[config.mk]
export PLATFORM = sky130hd
export DESIGN_NAME = cell_updown_counter
export DESIGN_NICKNAME = d
export VERILOG_FILES = /design/src/rtl/cell_updown_counter.sv
export SDC_FILE = /design/constraint.sdc
export NUM_CORES = 1
export LEC_CHECK = 0
export BUFFER_PORTS_ARGS = -buffer_cell sky130_fd_sc_hd__clkbuf_2
export CAP_MARGIN = 25
export CORE_AREA = 2 2 39 41
export CTS_CLUSTER_SIZE = 25
export DETAILED_ROUTE_END_ITERATION = 12
export DIE_AREA = 0 0 41 43
export GPL_TIMING_DRIVEN = 0
export HOLD_SLACK_MARGIN = 0.08
export PLACE_DENSITY = 0.57
export SKIP_LAST_GASP = 1
export SLEW_MARGIN = 10
export SYNTH_ARGS = -nofsm -noshare
export SYNTH_HDL_FRONTEND = slang
export SYNTH_SLANG_ARGS = --single-unit
export TNS_END_PERCENT = 100
[constraint.sdc]
create_clock -name clk -period 2.8 [get_ports clk]
set_input_delay 0.14 -clock clk [delete_from_list [all_inputs] [get_ports clk]]
set_output_delay 0.14 -clock clk [all_outputs]
set_load 0.05 [all_outputs]
[src/rtl/cell_updown_counter.sv]
// rtl/cell_updown_counter.sv - up/down counter with load, wrap/saturate, built from gate cells
// Next-state logic is composed only of the primitive cells below; the count lives in one flop bank.

module cell_not (
    input  logic a,
    output logic y
);
    assign y = ~a;
endmodule

module cell_and (
    input  logic a,
    input  logic b,
    output logic y
);
    assign y = a & b;
endmodule

module cell_or (
    input  logic a,
    input  logic b,
    output logic y
);
    assign y = a | b;
endmodule

module cell_and_not (
    input  logic a,
    input  logic b,
    output logic y
);
    assign y = a & ~b;
endmodule

module cell_or_4bit (
    input  logic [3:0] a,
    output logic       y
);
    assign y = a[0] | a[1] | a[2] | a[3];
endmodule

module cell_xor (
    input  logic a,
    input  logic b,
    output logic y
);
    logic a_nb;
    logic b_na;

    cell_and_not u_anb (.a(a), .b(b), .y(a_nb));
    cell_and_not u_bna (.a(b), .b(a), .y(b_na));
    cell_or      u_or  (.a(a_nb), .b(b_na), .y(y));
endmodule

module cell_mux2 (
    input  logic s,
    input  logic a0,
    input  logic a1,
    output logic y
);
    logic p0;
    logic p1;

    cell_and_not u_p0 (.a(a0), .b(s), .y(p0));
    cell_and     u_p1 (.a(a1), .b(s), .y(p1));
    cell_or      u_or (.a(p0), .b(p1), .y(y));
endmodule

// One up/down half-adder stage: sum toggles on carry-in; the carry (or borrow when dn=1) propagates
// through a bit that is 1 when counting up, 0 when counting down.
module cell_ud_stage (
    input  logic q,
    input  logic dn,
    input  logic ci,
    output logic s,
    output logic co
);
    logic prop;

    cell_xor u_sum  (.a(q), .b(ci), .y(s));
    cell_xor u_prop (.a(q), .b(dn), .y(prop));
    cell_and u_co   (.a(prop), .b(ci), .y(co));
endmodule

module cell_ud_chain #(
    parameter int N = 4
) (
    input  logic [N-1:0] q,
    input  logic         dn,
    input  logic         ci,
    output logic [N-1:0] s,
    output logic         co
);
    logic c0;

    cell_ud_stage u_stage (.q(q[0]), .dn(dn), .ci(ci), .s(s[0]), .co(c0));

    generate
        if (N == 1) begin : g_last
            assign co = c0;
        end else begin : g_rest
            cell_ud_chain #(.N(N-1)) u_rest (
                .q  (q[N-1:1]),
                .dn (dn),
                .ci (c0),
                .s  (s[N-1:1]),
                .co (co)
            );
        end
    endgenerate
endmodule

// OR reduction: 4-input cells at the leaves, 2-input cells above them, split on 4-bit group boundaries.
module cell_or_tree #(
    parameter int N = 4
) (
    input  logic [N-1:0] a,
    output logic         y
);
    localparam int NG = (N + 3) / 4;
    localparam int LO = 4 * (NG / 2);

    generate
        if (N <= 4) begin : g_leaf
            logic [3:0] pad;
            for (genvar k = 0; k < 4; k++) begin : g_pad
                if (k < N) begin : g_bit
                    assign pad[k] = a[k];
                end else begin : g_zero
                    assign pad[k] = 1'b0;
                end
            end
            cell_or_4bit u_or4 (.a(pad), .y(y));
        end else begin : g_node
            logic y_lo;
            logic y_hi;

            cell_or_tree #(.N(LO))   u_lo (.a(a[LO-1:0]), .y(y_lo));
            cell_or_tree #(.N(N-LO)) u_hi (.a(a[N-1:LO]), .y(y_hi));
            cell_or                  u_or (.a(y_lo), .b(y_hi), .y(y));
        end
    endgenerate
endmodule

module cell_updown_counter #(
    parameter int WIDTH    = 4,
    parameter int SATURATE = 0
) (
    input  logic             clk,
    input  logic             rst,
    input  logic             en,
    input  logic             load,
    input  logic             up,
    input  logic [WIDTH-1:0] din,
    output logic [WIDTH-1:0] count,
    output logic             tc,
    output logic             zero
);
    localparam logic SAT_EN = (SATURATE != 0);

    logic [WIDTH-1:0] count_q;
    logic [WIDTH-1:0] count_d;
    logic [WIDTH-1:0] count_n;
    logic [WIDTH-1:0] sum;
    logic [WIDTH-1:0] step;
    logic [WIDTH-1:0] adv;
    logic [WIDTH-1:0] nxt;
    logic             dn;
    logic             wrap;
    logic             sat_hold;
    logic             any_one;
    logic             any_zero;
    logic             is_zero;
    logic             is_ones;
    logic             at_limit;
    logic             lim_nl;

    cell_not u_dn (.a(up), .y(dn));

    // Carry-out of the chain means this step would wrap past the range limit.
    cell_ud_chain #(.N(WIDTH)) u_chain (
        .q  (count_q),
        .dn (dn),
        .ci (1'b1),
        .s  (sum),
        .co (wrap)
    );

    cell_and u_sat (.a(wrap), .b(SAT_EN), .y(sat_hold));

    generate
        for (genvar i = 0; i < WIDTH; i++) begin : g_bit
            cell_not  u_inv  (.a(count_q[i]), .y(count_n[i]));
            cell_mux2 u_step (.s(sat_hold), .a0(sum[i]),  .a1(count_q[i]), .y(step[i]));
            cell_mux2 u_en   (.s(en),       .a0(count_q[i]), .a1(step[i]),  .y(adv[i]));
            cell_mux2 u_load (.s(load),     .a0(adv[i]),  .a1(din[i]),     .y(nxt[i]));
        end
    endgenerate

    cell_or_tree #(.N(WIDTH)) u_any_one  (.a(count_q), .y(any_one));
    cell_or_tree #(.N(WIDTH)) u_any_zero (.a(count_n), .y(any_zero));
    cell_not                  u_is_zero  (.a(any_one),  .y(is_zero));
    cell_not                  u_is_ones  (.a(any_zero), .y(is_ones));

    cell_mux2    u_limit (.s(up), .a0(is_zero), .a1(is_ones), .y(at_limit));
    cell_and_not u_tc_nl (.a(at_limit), .b(load), .y(lim_nl));
    cell_and     u_tc    (.a(lim_nl), .b(en), .y(tc));

    always_comb begin
        count_d = nxt;
    end

    always_ff @(posedge clk) begin
        if (rst) begin
            count_q <= '0;
        end else begin
            count_q <= count_d;
        end
    end

    assign count = count_q;
    assign zero  = is_zero;
endmodule

Word level (Yosys, flattened, before mapping)
Index checks and enable logic that the tools add are counted.
Widths: inputs -> output; s select.
{ "totals": {"input_bits": 9, "reg_bits": 4, "word_cells": 68, "out_inout_bits": 6} }
{ "op_classes": {"bitwise": 67} }
{ "ops": {"columns": ["cell", "count"], "rows": [
  ["$and 1x1->1", 34],
  ["$or 1x1->1", 21],
  ["$not 1->1", 12]
]} }

Longest topological paths before layout
{ "depth": {"depth_word": 12, "mapped_depth": 4, "mapped_depth_nobuf": 3} }

Modules after synthesis
From an unflattened synthesis, not the netlist that was laid out.
{ "unflattened": {"cells_unflattened": 89, "area_unflattened_um2": 817.0} }
{ "modules_own_cells": {"columns": ["mod", "area_each_um2", "n_inst", "seq_area_each_um2", "cells_per_inst"], "rows": [
  ["cell_and_not", 13.8, 30, 0.0, 1],
  ["cell_or", 6.3, 21, 0.0, 1],
  ["cell_and", 6.3, 19, 0.0, 1],
  ["cell_updown_counter", 112.6, 1, 80.1, 10],
  ["cell_not", 3.8, 7, 0.0, 1],
  ["cell_or_4bit", 7.5, 2, 0.0, 1]
]} }

Worst setup path before layout
No wires, ideal clock.
{ "synth_path": {"kind": "register -> output", "startpoint": "register with a tool-made name", "endpoint": "output zero", "arrival_ps": 1919, "setup_slack_ps": 741, "path_buffers": 0, "t_required_ps": 2660, "stages_incl_launch_ff": 2, "cell_sequence": "dfxtp_1 > nor4_1"} }
{ "synth_lines": {"columns": ["item", "line_no", "rtl"], "rows": [
  ["end: declaration", "157", "output logic zero"]
]} }

==> summary by stage <==
GRT
The initial antenna violation count was 0. Entering global routing, the biggest net connects 10 pins. Across every metal layer, demand over resource in global routing totals 0.0923.

The via count of the first global-routing pass is 285. In the global route stage, met3 resource usage came out at 0. The global routing usage on met2 is 0.141.

The first-pass GRT wire length is 1080 um. In the global route stage, met1 resource usage came out at 0.103. The total global routing overflow is 0. The layer flagged by global routing as most heavily used is met2.

Worst setup path
The critical path crosses 4 cells after its start point. Along the worst path, the maximum fanout reaches 9. The startpoint of the most critical register-to-register path is count[0]$_SDFF_PP0_. The cell family contributing the most delay on the critical path is flip-flops.

The kind of capture point of the worst setup path is a primary output. STA classifies the critical path startpoint as a flop. The data arrival time of the critical path is 1520 ps. On the worst path, the slowest cell contributes a delay of 470 ps. The largest individual stage delay along the critical path comes from the cell sky130_fd_sc_hd__dfxtp_1. Across all register-to-register paths, the minimum setup slack is 1530 ps. At the worst endpoint, the required time is 2660 ps. The count of buffer and inverter cells on the critical path is 1. The signal on the critical path passes through and4_4 -> a22o_2 -> and3_1 -> clkbuf_2. The critical path is of the flop to primary output type. The depth of the worst register-to-register path is 4.

The capture point of the critical path is tc.

Synth
Of the synthesized area, sequential elements account for 0.234. The top cell type's share of synthesized area is 0.234. The netlist area before placement is 342 um2. The total number of yosys warnings is 0.

The largest area contributor in the netlist is sky130_fd_sc_hd__dfxtp_1. Counting flops with a built-in enable in the synthesized netlist gives 0. The most used flip-flop cell after synthesis is sky130_fd_sc_hd__dfxtp_1. The flop and latch count out of synthesis is 4.

The mean post-synth cell area is 7.94 um2. Sorting the synthesized cells by area gives the leading types as sky130_fd_sc_hd__dfxtp_1, sky130_fd_sc_hd__buf_4, sky130_fd_sc_hd__and3_1, sky130_fd_sc_hd__nor3_1, sky130_fd_sc_hd__a2111oi_2. In the synthesized netlist the async set-or-reset flop fraction comes to 0. The synthesized netlist net count is 52. The commonest cells after synthesis are sky130_fd_sc_hd__buf_4, sky130_fd_sc_hd__dfxtp_1, sky130_fd_sc_hd__nor2_1. The distinct cell type count after synthesis is 26. The post-synthesis cell count is 43.

Final layout
Relative to the synthesized area, the layout overhead comes to 31.5%. After routing the design area is 449 um2. The share of post-route cells with drive strength above 1 is 0.407. The net count of the finished layout is 70. The final antenna diode count is 0.

Fill cells in the final layout number 151. Once layout is complete, the utilization of the core stands at 0.325.

Clocking
The sink count of the clock tree is 4. The number of hold buffers added after CTS was 0. CTS placed an instance of sky130_fd_sc_hd__clkbuf_4 at the clock tree root. The CTS buffer count is 3.

TritonCTS built the clock tree. After clock tree synthesis, the repair step resized 0 gates. The clock transition at the register clock pins on the worst setup and hold paths after CTS is 40 ps. At the later pin of the worst-skew pair, clock insertion delay measures 240 ps.

The clock passes through at most 2 buffers. In this run the number of H-tree levels came out at 1. The number of post-CTS setup repair buffers is 0.

Drt
The wire length per cell after detailed routing is 10.2 um. Across all layers, the routed design uses 369 vias. After detailed routing, the number of remaining DRC violations is 0. After detailed routing, the total wire length is 768 um.

After the first detailed-routing iteration, the DRC count stood at 8. The pre-antenna-repair detailed-routing pass consisted of 4 iterations. After detailed routing, the number of vias per cell comes to 4.92. The number of antenna-violating nets in the routed design is 0.

Placed design
The placer's final routability congestion estimate is 0.653. In this run the tool buffered the top-level ports with 13 buffer cells. The total cell area at the placement stage is 427 um2.

Floorplan
The die height is 43 um. The region available for standard cell placement spans 1380 um2. In this run the count of I/O pins placed on the die edge is 15. The initial utilization of the core area, before any placement, comes to 0.247. The die footprint is 1760 um2. In this run the core area contains 14 standard-cell rows.

From left edge to right edge, the die measures 41 um.

Power
For this design the ratio of total power to cell area is 501 nW/um2. Of the total power, the share spent switching nets is 0.377. Of the total power, combinational logic draws 0.355. The net load switching power is 84.9 uW. The register share of total power is 0.313. Of the total power, the clock network draws 0.331. The internal power is 140 uW. The worst ir drop on vdd is 0.000118 V. The static leakage power is 0.223 nW.

STA
In the final timing run, aggregate negative setup slack is 0 ps. Counting I/O delays and the setup requirement, the final critical path takes 1660 ps. For the pin with the worst max-slew slack, the measured transition is 366 ps. The clock arrives with 2.24 ps of skew. The total count of max-transition violations in the final report came to 0. Setup violations remaining at the end of the flow were counted as 0.

The achievable clock frequency is 0.601 GHz. The max-slew headroom at the worst pin is 0.750. Dividing the final minimum period by the clock period gives 0.594.

Setup repair after global routing left no endpoint under its margin. The final count of hold timing violations is 0.

Outcome
The run finished with clean final reports.

Run
Across the run, the number of max-cap violations was 0.

Min path
The tightest min-delay check is of the primary input to flop type.
==> layout make-up <==
| class | instances | area (um2) | share of cell area |
|---|---|---|---|
| Tap cell | 16 | 20.0 | 0.0446 |
| Timing Repair Buffer | 13 | 65.1 | 0.145 |
| Multi-Input combinational cell | 31 | 209 | 0.465 |
| Clock buffer | 3 | 22.5 | 0.0501 |
| Inverter | 2 | 7.51 | 0.0167 |
| Buffer | 6 | 45.0 | 0.100 |
| Sequential cell | 4 | 80.1 | 0.178 |
==> kinds of logic (layout without fill, tap and decap cells) <==
family | after synthesis | count (layout) | synth area share
AND/OR/NAND/NOR | 20 | 20 | 0.333
AO/OA/AOI/OAI | 9 | 9 | 0.227
buffers and inverters | 8 | 24 | 0.154
flip-flops | 4 | 4 | 0.234
XOR/XNOR | 2 | 2 | 0.0513
==> layer usage <==
| layer | vias up | part of all wire |
|---|---|---|
| met1 | 162 | 0.42 |
| met3 | 3 | 0.046 |
| li1 | 192 | - |
| met5 | - | 0 |
| met2 | 12 | 0.50 |
| met4 | 0 | 0.030 |
==> how the worst min path moves through the flow <==
| stage | start | end | slack (ps) | depth (start not counted) |
|---|---|---|---|---|
| 6_report | din[1] | flop | 100 | 2 |
| 3_5_place_dp | din[1] | flop | 350 | 2 |
| 3_3_place_gp | din[1] | flop | 350 | 2 |
| 5_1_grt | din[1] | flop | 110 | 2 |
| 2_1_floorplan | rst | flop | 210 | 1 |
| 4_1_cts | din[1] | flop | 100 | 2 |
==> worst register-to-register path, delay by kind of cell (launching register included) <==
| family | cells | cell delay (ps) |
|---|---|---|
| AO/OA/AOI/OAI | 2 | 560 |
| flip-flops | 1 | 310 |
| AND/OR/NAND/NOR | 1 | 170 |
| buffers and inverters | 1 | 130 |
==> metrics by stage <==
stage               worst slack [ps]  std cells  hold slack, ps  power, mW
floorplan                        741         43             209      0.131
global placement                1400         72             346      0.151
detailed placement              1390         72             353      0.152
CTS                             1130         75             104      0.228
global route                    1070         75             107      0.237
finish                          1140         75             104      0.225
==> power groups by stage <==
stage               sequential [mW]  clock (mW)  combinational, mW
floorplan                    0.0694           0             0.0621
global placement             0.0713           0             0.0796
detailed placement           0.0716           0             0.0801
CTS                          0.0705      0.0768             0.0803
global route                 0.0715      0.0796             0.0856
finish                       0.0706      0.0745             0.0800
==> placed cells by master, fill, tap and decap left out, types with 2 or more instances in the layout <==
| cell type | synthesis | layout |
|---|---|---|
| sky130_fd_sc_hd__clkbuf_4 | 0 | 3 |
| sky130_fd_sc_hd__a21oi_1 | 2 | 2 |
| sky130_fd_sc_hd__and3_1 | 3 | 3 |
| sky130_fd_sc_hd__clkbuf_2 | 0 | 13 |
| sky130_fd_sc_hd__nor3_1 | 3 | 3 |
| sky130_fd_sc_hd__nand2_1 | 2 | 2 |
| sky130_fd_sc_hd__nor4_1 | 2 | 2 |
| sky130_fd_sc_hd__buf_4 | 4 | 4 |
| sky130_fd_sc_hd__inv_1 | 2 | 2 |
| sky130_fd_sc_hd__nor2_1 | 4 | 4 |
| sky130_fd_sc_hd__dfxtp_1 | 4 | 4 |
(Power assumes the default switching activity.)
